[config.mk]
export PLATFORM = sky130hd
export DESIGN_NAME = serial_add_ctrl
export DESIGN_NICKNAME = d
export VERILOG_FILES = /design/src/rtl/serial_add_pkg.sv /design/src/rtl/serial_add_ctrl_full_adder.sv /design/src/rtl/serial_add_ctrl.sv
export SDC_FILE = /design/constraint.sdc
export NUM_CORES = 1
export LEC_CHECK = 0
export CAP_MARGIN = 20
export CORE_UTILIZATION = 57
export DETAILED_ROUTE_END_ITERATION = 8
export GPL_TIMING_DRIVEN = 0
export PLACE_DENSITY = 0.9
export SLEW_MARGIN = 20
export SYNTH_ARGS = -nofsm -noshare
export SYNTH_HDL_FRONTEND = slang
export SYNTH_HIERARCHICAL = 1
export SYNTH_SLANG_ARGS = --single-unit
[constraint.sdc]
create_clock -name clk -period 2.03 [get_ports clk]
set_input_delay 0.609 -clock clk [delete_from_list [all_inputs] [get_ports clk]]
set_output_delay 0.609 -clock clk [all_outputs]
set_load 0.02 [all_outputs]
[src/rtl/serial_add_pkg.sv]
// Shared types and helpers for the bit-serial adder sequencer.
// State encoding plus the counter-width function.
package serial_add_pkg;

  typedef enum logic [1:0] {
    IDLE = 2'd0,
    RUN  = 2'd1,
    DONE = 2'd2
  } state_t;

  // ceil(log2(n)), never below one bit
  function automatic int clog2(input int n);
    int w;
    w = 0;
    for (int i = 0; i < 32; i++) begin
      if ((1 << i) < n) w = i + 1;
    end
    if (w < 1) w = 1;
    return w;
  endfunction

endpackage

[src/rtl/serial_add_ctrl_full_adder.sv]
// Single-bit combinational full adder cell.
// The only adder logic used by the serial sequencer.
module full_adder (
  input  logic a,
  input  logic b,
  input  logic cin,
  output logic sum,
  output logic carry
);

  assign sum   = a ^ b ^ cin;
  assign carry = (a & b) | (cin & (a ^ b));

endmodule

[src/rtl/serial_add_ctrl.sv]
// Bit-serial adder sequencer: one bit pair per cycle, LSB first,
// through a single full_adder cell; done pulses once per result.
module serial_add_ctrl
  import serial_add_pkg::*;
#(
  parameter int WIDTH = 8
) (
  input  logic             clk,
  input  logic             rst_n,
  input  logic             start,
  input  logic [WIDTH-1:0] a,
  input  logic [WIDTH-1:0] b,
  input  logic             cin,
  output logic             busy,
  output logic             done,
  output logic [WIDTH-1:0] sum,
  output logic             cout
);

  localparam int CW = clog2(WIDTH);
  localparam int RW = (WIDTH > 1) ? WIDTH - 1 : 1;
  localparam logic [CW-1:0] LAST = CW'(WIDTH - 1);

  state_t           state;
  logic [WIDTH-1:0] a_sh;
  logic [WIDTH-1:0] b_sh;
  logic [RW-1:0]    res_sh;
  logic [RW-1:0]    res_sh_nx;
  logic [WIDTH-1:0] res_nx;
  logic             carry;
  logic [CW-1:0]    cnt;
  logic             fa_s;
  logic             fa_c;

  full_adder u_fa (
    .a     (a_sh[0]),
    .b     (b_sh[0]),
    .cin   (carry),
    .sum   (fa_s),
    .carry (fa_c)
  );

  // res_sh keeps only the bits already produced; the current
  // cell output completes the word on the final edge.
  generate
    if (WIDTH == 1) begin : g_w1
      assign res_nx    = fa_s;
      assign res_sh_nx = res_sh;
    end else begin : g_wn
      assign res_nx    = {fa_s, res_sh};
      assign res_sh_nx = res_nx[WIDTH-1:1];
    end
  endgenerate

  always_ff @(posedge clk) begin
    if (!rst_n) begin
      state  <= IDLE;
      busy   <= 1'b0;
      done   <= 1'b0;
      sum    <= '0;
      cout   <= 1'b0;
      a_sh   <= '0;
      b_sh   <= '0;
      res_sh <= '0;
      carry  <= 1'b0;
      cnt    <= '0;
    end else begin
      unique case (state)
        IDLE, DONE: begin
          done <= 1'b0;
          if (start) begin
            a_sh  <= a;
            b_sh  <= b;
            carry <= cin;
            cnt   <= '0;
            busy  <= 1'b1;
            state <= RUN;
          end else begin
            busy  <= 1'b0;
            state <= IDLE;
          end
        end
        RUN: begin
          a_sh   <= a_sh >> 1;
          b_sh   <= b_sh >> 1;
          carry  <= fa_c;
          res_sh <= res_sh_nx;
          cnt    <= cnt + 1'b1;
          if (cnt == LAST) begin
            sum   <= res_nx;
            cout  <= fa_c;
            busy  <= 1'b0;
            done  <= 1'b1;
            state <= DONE;
          end
        end
        default: begin
          busy  <= 1'b0;
          done  <= 1'b0;
          state <= IDLE;
        end
      endcase
    end
  end

endmodule

==> After elaboration in Yosys (flattened, before gate mapping) <==
Index checks and enable logic that the tools add are counted.
{ "classes": {"bitwise_logic": 5, "reduce_logical": 6, "n_eq_ne": 5, "mux": 14, "add_sub_neg": 1} }
{ "op_table": {"columns": ["operator", "count"], "rows": [
  ["case mux 32 bit (2 select lines)", 1],
  ["adder 32 x 1 -> 32 bit, second input constant", 1],
  ["== test 32 x 3 -> 1 bit, second input constant", 1],
  ["two-way mux 32 bit", 1],
  ["case mux 8 bit (2 select lines)", 2],
  ["two-way mux 8 bit", 2],
  ["AND reduction 2 bit", 3],
  ["two-way mux 1 bit", 4],
  ["!= test 2 bit, second input constant", 2],
  ["case mux 1 bit (2 select lines)", 2],
  ["case mux 2 bit (2 select lines)", 1],
  ["AND 1 bit", 2],
  ["== test 2 x 1 -> 1 bit, second input constant", 1],
  ["== test 2 bit, second input constant", 1],
  ["zero test 2 bit", 1],
  ["two-way mux 2 bit", 1],
  ["nonzero test 2 bit", 1],
  ["OR reduction 2 bit", 1],
  ["bitwise XOR 1 bit", 2],
  ["OR 1 bit", 1]
]} }
{ "totals": {"inputBits": 20, "output_inout_bits": 11, "word_cells": 41, "register_bits": 69} }

==> Logic depth before layout (Yosys ltp) <==
Gate-level depths: netlist of run 1.
{ "logic_depth": {"ltp_word": 4, "ltp_mapped": 6, "mapped_depth_nobuf": 5} }

==> Hierarchy <==
Netlist of run 1, hierarchy kept.
{ "modules_own_cells": {"columns": ["module", "instances", "cells_each", "area_each_um2"], "rows": [
  ["serial_add_ctrl", 1, 374, 3203.1],
  ["full_adder", 1, 1, 20.0]
]} }

==> Least setup slack after synthesis of run 1 <==
No wires, ideal clock.
{ "synth_timing": {"path_kind": "reg-to-reg", "from": "register cnt[0]", "to": "register cnt[24]", "path_slack_ns": 0.163, "required_ns": 1.958, "path_stages_with_launch": 7, "arrival_ns": 1.795, "setup_ns": 0.072, "path_cell_list": "dfxtp_1 -> ha_1 -> nand3_1 -> or4_1 -> clkbuf_2 -> nor4_1 -> mux2i_1"} }
{ "synth_between": {"elab_chain_len": 2} }
{ "synth_rtl": {"columns": ["element", "line_no", "source"], "rows": [
  ["start: declaration", "serial_add_ctrl.sv:31", "logic [CW-1:0] cnt;"],
  ["start signal: assignment", "serial_add_ctrl.sv:88", "cnt <= cnt + 1'b1;"],
  ["adder 32 x 1 -> 32 bit", "serial_add_ctrl.sv:88", null],
  ["case mux 32 bit (2 select lines)", "serial_add_ctrl.sv:68", "unique case (state)"]
]} }
Every way passes these cells.
A chain may end at the register's enable or synchronous reset.

==> Final worst setup path of run 1 <==
{ "layout_timing": {"from": "register cnt[0]", "to": "register cnt[16]"} }
Same word-level chain as after synthesis.

==> impl_metrics.tcl, run 1 <==
set metrics [dict create \
    start_util_pct 58.89 \
    dp_hpwl_um 5126 \
    gp_congestion 0.8797 \
    critical_path.top_delay_family "simple AND/OR/NAND/NOR gates" \
    cpPeakStageDelay_ns 0.56 \
    cts_tree "built" \
    crit_required_ns 2.31 \
    finalSetupViolations 0 \
    startpoint_type "flip-flop" \
    cts_sinks 68 \
    cts-buffers-inserted 9 \
    async_reset_ff_share_pct 0 \
    power_mw 2.767 \
    cellLeakagePower_nw 1.411 \
    hold_violations 0 \
    path_max_fanout 7 \
    syn-num-nets 397 \
    cp_cell_sequence "ha_4, nand3_1, or4_1, buf_6, or3_1, a21boi_1" \
    synthFlopType "dfxtp_1" \
    postCtsSetupBuffers 0 \
    wl_per_cell_um 16.13 \
    grt_max_degree 14 \
    fmax_mhz 509.9 \
    syn_to_final_growth_pct 20.07 \
    cts.clk_slew.worst_paths_ns 0.08 \
    period_needed_ns 1.961 \
    wl_um 7919 \
    cap_violations 0 \
    synth_top_cell_area_share_pct 42.24 \
    drt_iter0_drc 363 \
    ios 31 \
    reg2reg_from "cnt[0]" \
    drtPass1Iterations 5 \
    yosys.area.top_type "dfxtp_1" \
    cts-root-buf "clkbuf_8" \
    die_h_um 77.20 \
    synthCells 375 \
    dieArea_um2 5959 \
    whs_ns 0.4660 \
    status "finished, final reports clean" \
    drcViolationCount 0 \
    avgViaCountPerCell 6.122 \
    fin_util_pct 70.71 \
    synth_edf_count 0 \
    fin_crit_sh_pct 96.61 \
    reg2reg_depth 6 \
    layout-drive-gt1-share_pct 8.831 \
    fin_skew_ns 0.008042 \
    synth_cell_types 42 \
    worstMarginPinSlew_ns 0.5588 \
    grt_first_pass_wirelength_um 13250 \
    cts_hold_buffers 0 \
    endpoint "cnt[16]" \
    grt_util_all_layers_pct 27.84 \
    yosysWarnings 6 \
    timing.critical_path.buf_inv 1 \
    relSlewSlack_pct 62.46 \
    antenna_left 0 \
    cp.depth 6 \
    reg2reg_to "cnt[16]" \
    n_antenna_cell 0 \
    gr-total-overflow 0 \
    worstSetupPathType "reg2reg" \
    cp.arrival_ns 2.24 \
    hold_class "reg2reg" \
    htree_levels 3 \
    antenna_found_initial 0 \
    ys_seq_area_share_pct 42.24 \
    synthTopCellsByArea "dfxtp_1, nand2_1, mux2i_1, a21boi_0, a22oi_1" \
    cp-end-kind "flip-flop" \
    critPathSlowestCell "or4_1" \
    r2r_setup_slack_ns 0.07 \
    clkLatencyLatePin_ns 0.35 \
    netlist_area_um2 3223 \
    irDropWorstVdd_v 0.0005005 \
    crit_start "cnt[0]" \
    core_area_um2 5473 \
    nNetsFinal 436 \
    ys_ff_latch 68 \
    syn_avg_cell_area_um2 8.595 \
    power_density_nw_per_um2 714.9 \
    grt_pass1_vias 2832 \
    vias 3006 \
    die_w_um 77.20 \
    portBuffers 29 \
    drv_slew 0 \
    cts_buffer_depth 2 \
    core.rowCount 27 \
]
==> area by class of cell <==
class	instances	area, um2
Sequential cell	68	1368
Timing Repair Buffer	29	289.0
Fill cell	423	1603
Buffer	26	117.6
Clock inverter	7	75.07
Tap cell	72	90.09
Multi-Input combinational cell	278	1799
Clock buffer	9	123.9
Inverter	2	7.507
==> worst register-to-register path, stage by stage, from the launching register on <==
cell and delay [ns]:
dfxtp_4 0.38, ha_4 0.17, nand3_1 0.11, or4_1 0.56, buf_6 0.17, or3_1 0.37, a21boi_1 0.15
==> timing repair <==
item | in CTS | in global routing
pin swaps | 0 | 1
endpoints found under the setup margin | 25 | 42
resized for setup | 9 | 16
==> synthesized netlist by cell type (all sizes together), types with 2 or more instances <==
| library cell | number |
|---|---|
| a21boi | 32 |
| a21oi | 3 |
| a22oi | 18 |
| a31oi | 2 |
| and2 | 6 |
| and3 | 8 |
| and4 | 4 |
| and4b | 2 |
| buf | 5 |
| clkbuf | 22 |
| dfxtp | 68 |
| inv | 2 |
| mux2i | 24 |
| nand2 | 66 |
| nand2b | 14 |
| nand3 | 25 |
| nand3b | 2 |
| nand4 | 12 |
| nor2 | 6 |
| nor2b | 6 |
| nor3 | 7 |
| nor4 | 11 |
| o211ai | 6 |
| o21a | 5 |
| o21ai | 3 |
| or3 | 7 |
| or4 | 2 |
==> kinds of logic after synthesis <==
family | synth area share, %
and+or+nand+nor | 29.43
AOI/OAI and AO/OA | 16.34
DFF | 42.24
buffers and inverters | 3.533
muxes | 7.453
adders and majority gates | 1.009
==> per-layer routing <==
layer / global-route usage [%] / wire, um / vias up
li1: - / - / 1441
met1: 36.28 / 3506 / 1422
met2: 45.49 / 3845 / 119
met3: 4.524 / 402 / 24
met4: 11.51 / 163 / 0
met5: 0 / 0 / -
==> cells in the final DEF (no fill, tap or decap), types with 3 or more instances in the layout <==
master,count
a21oi_1,3
buf_2,5
and4_1,4
o211ai_1,6
clkdlybuf4s50_1,28
mux2i_1,24
a22oi_1,18
nand3_1,24
nor2b_1,6
o21ai_0,3
clkbuf_8,9
a21boi_0,31
and3_1,6
nor3_1,7
clkbuf_1,16
nor4_1,8
or3_1,7
nand2b_1,14
and2_1,5
o21a_1,5
nand2_1,66
dfxtp_1,65
nor4_4,3
nor2_1,6
nand4_1,12
==> power breakdown <==
group / leakage, nW / internal [mW] / total, mW / switching, mW
sequential: 0.552 / 1.37 / 1.39 / 0.0258
clock: 0.104 / 0.575 / 1.13 / 0.554
combinational: 0.755 / 0.0989 / 0.244 / 0.145
total: 1.41 / 2.04 / 2.77 / 0.725
==> how the worst min path moves through the flow <==
stage / from / to / slack (ns) / cells past startpoint
floorplan: res_sh[0] / sum[0] / 0.44 / 2
global placement: sum[1] / sum[1] / 0.44 / 2
detailed placement: sum[2] / sum[2] / 0.45 / 2
CTS: sum[1] / sum[1] / 0.46 / 2
global route: sum[1] / sum[1] / 0.47 / 2
finish: sum[3] / sum[3] / 0.47 / 2
==> metrics by stage <==
stage | cell area, um2 | cells | setup WS, ns | TNS [ns]
2_1_floorplan | 3223 | 375 | 0.1633 | 0
3_3_place_gp | 3603 | 476 | -0.3326 | -10.69
3_5_place_dp | 3603 | 476 | -0.4173 | -13.39
4_1_cts | 3826 | 492 | 0.01015 | 0
5_1_grt | 3870 | 491 | -0.02498 | -0.02606
6_report | 3870 | 491 | 0.06890 | 0
==> state kept, by name, summed over array words and instances (netlist names) <==
name,count
b_sh,8
cnt,32
cout,1
state,2
a_sh,8
done,1
carry,1
sum,8
res_sh,7
(Power assumes the default switching activity.)
==> run 2: changes to the inputs <==
- HOLD_SLACK_MARGIN: not set -> 0.12
==> results of run 2 <==
The final DEF is identical to that of run 1; final timing and power are the same.
==> run 3: changes to the inputs <==
- PLACE_DENSITY: 0.9 -> 0.8
==> impl_metrics.tcl, run 3 (synthesis gave the netlist of run 1 again) <==
set metrics [dict create \
    status "finished, final reports clean" \
    relSlewSlack_pct 47.65 \
    final_cell_mix "nand2_1, dfxtp_1, a21boi_0" \
    cts_buffer_depth 2 \
    clkLatencyLatePin_ns 0.35 \
    crit_start "cout" \
    reg2reg_from "cnt[0]" \
    cp-end-kind "output pin" \
    seq_power_share_pct 46.3 \
    rsz0062_at_grt "false" \
    critPathSlowestCell "clkdlybuf4s50_1" \
    hold_violations 0 \
    wl_um 7321 \
    startpoint_type "flip-flop" \
    crit_required_ns 1.42 \
    syn_to_final_growth_pct 21.08 \
    htree_levels 3 \
    core_area_um2 5473 \
    cp_cell_sequence "clkdlybuf4s50_1" \
    layout-drive-gt1-share_pct 8.831 \
    setup_tns_ns 0 \
    final_area_um2 3902 \
    cts_tree "built" \
    largest_reg_flops 32 \
    finalSetupViolations 0 \
    power_mw 3.007 \
    dp_hpwl_um 5029 \
    fmax_mhz 521.2 \
    critical_path.top_delay_family "buffers and inverters" \
    drcViolationCount 0 \
    worstSetupPathType "reg2out" \
    switching_share_pct 23.95 \
    period_needed_ns 1.919 \
    n_antenna_cell 0 \
    top_register "cnt" \
    endpoint "cout" \
    cpPeakStageDelay_ns 0.61 \
    dieArea_um2 5959 \
    ios 31 \
    r2r_setup_slack_ns 0.12 \
    grt_util_all_layers_pct 25.76 \
    postLayoutSetupSlackWorst_ns 0.1114 \
    min_path_cells 2 \
    irDropWorstVdd_v 0.0004967 \
    place_inst 476 \
    comb_power_share_pct 8.0 \
    cp.depth 1 \
    start_util_pct 58.89 \
    cts.clk_slew.worst_paths_ns 0.08 \
    vias 2889 \
    detailedPlace.worstSlack_ns -0.4532 \
    die_h_um 77.20 \
    avgViaCountPerCell 5.884 \
    timing.critical_path.buf_inv 1 \
    fin_util_pct 71.31 \
    drtPass1Iterations 4 \
    power_density_nw_per_um2 770.5 \
    p_sw_mw 0.7202 \
    nNetsFinal 436 \
    path_max_fanout 2 \
    fin_crit_sh_pct 94.51 \
    die_w_um 77.20 \
    drt_iter0_drc 265 \
    intPower_mw 2.287 \
    wl_per_cell_um 14.91 \
    cts_hold_buffers 0 \
    portBuffers 29 \
    grt_first_pass_wirelength_um 12090 \
    gp_congestion 0.8157 \
    reg2reg_to "cnt[16]" \
    grt_pass1_vias 2600 \
    reg2reg_depth 6 \
    antenna_found_initial 0 \
    cap_violations 0 \
    fin_skew_ns 0.01100 \
    worstMarginPinSlew_ns 0.7787 \
    grt_max_degree 14 \
    cp.arrival_ns 1.31 \
    nFillCells 443 \
    hold_class "reg2reg" \
    drv_slew 0 \
    cellLeakagePower_nw 1.404 \
    core.rowCount 27 \
    cts-buffers-inserted 9 \
    cts-root-buf "clkbuf_8" \
    gr-total-overflow 0 \
    layout.cells.non_filler 491 \
    placed_area_um2 3610 \
    antenna_left 0 \
    cts_sinks 68 \
    whs_ns 0.4543 \
    clkPwrFrac_pct 45.6 \
]
==> run 3: layout make-up <==
class	count	area, um2	area share, %
multi-input combinational	278	1797	46.04
sequential	68	1364	34.95
timing repair buffer	29	289.0	7.406
clock buffer	9	123.9	3.174
clock inverter	7	122.6	3.142
buffer	26	108.9	2.789
tap	72	90.09	2.308
inverter	2	7.507	0.1924
==> run 3: routing by layer <==
layer / vias to the layer above / wire [um] / share of wire (%) / GRT usage [%]
met2: 57 / 3563 / 49 / 43.45
met4: 0 / 119 / 1.6 / 11.13
met5: - / 0 / 0 / 0
met1: 1376 / 3385 / 46 / 31.70
li1: 1446 / - / - / -
met3: 10 / 252 / 3.4 / 5.000
==> run 3: power groups by stage <==
stage / combinational [mW] / sequential (mW) / clock, mW
floorplan: 0.144 / 1.42 / 0
global placement: 0.233 / 1.42 / 0
detailed placement: 0.240 / 1.42 / 0
CTS: 0.241 / 1.39 / 1.38
global route: 0.269 / 1.40 / 1.43
finish: 0.242 / 1.39 / 1.37
==> run 3: repair_timing <==
action | in CTS | in global routing
endpoints found under the setup margin | 26 | 22
resized for setup | 7 | 8
endpoints found under the hold margin | 0 | 0
buffers inserted | 0 | 0
gates cloned | 0 | 0
==> run 3: how the worst min path moves through the flow <==
stage                         to  startpoint
after global placement    sum[1]      sum[1]
after CTS                 sum[0]      sum[0]
after global routing      sum[0]      sum[0]
after floorplan           sum[0]   res_sh[0]
final                     sum[0]      sum[0]
after detailed placement  sum[0]      sum[0]
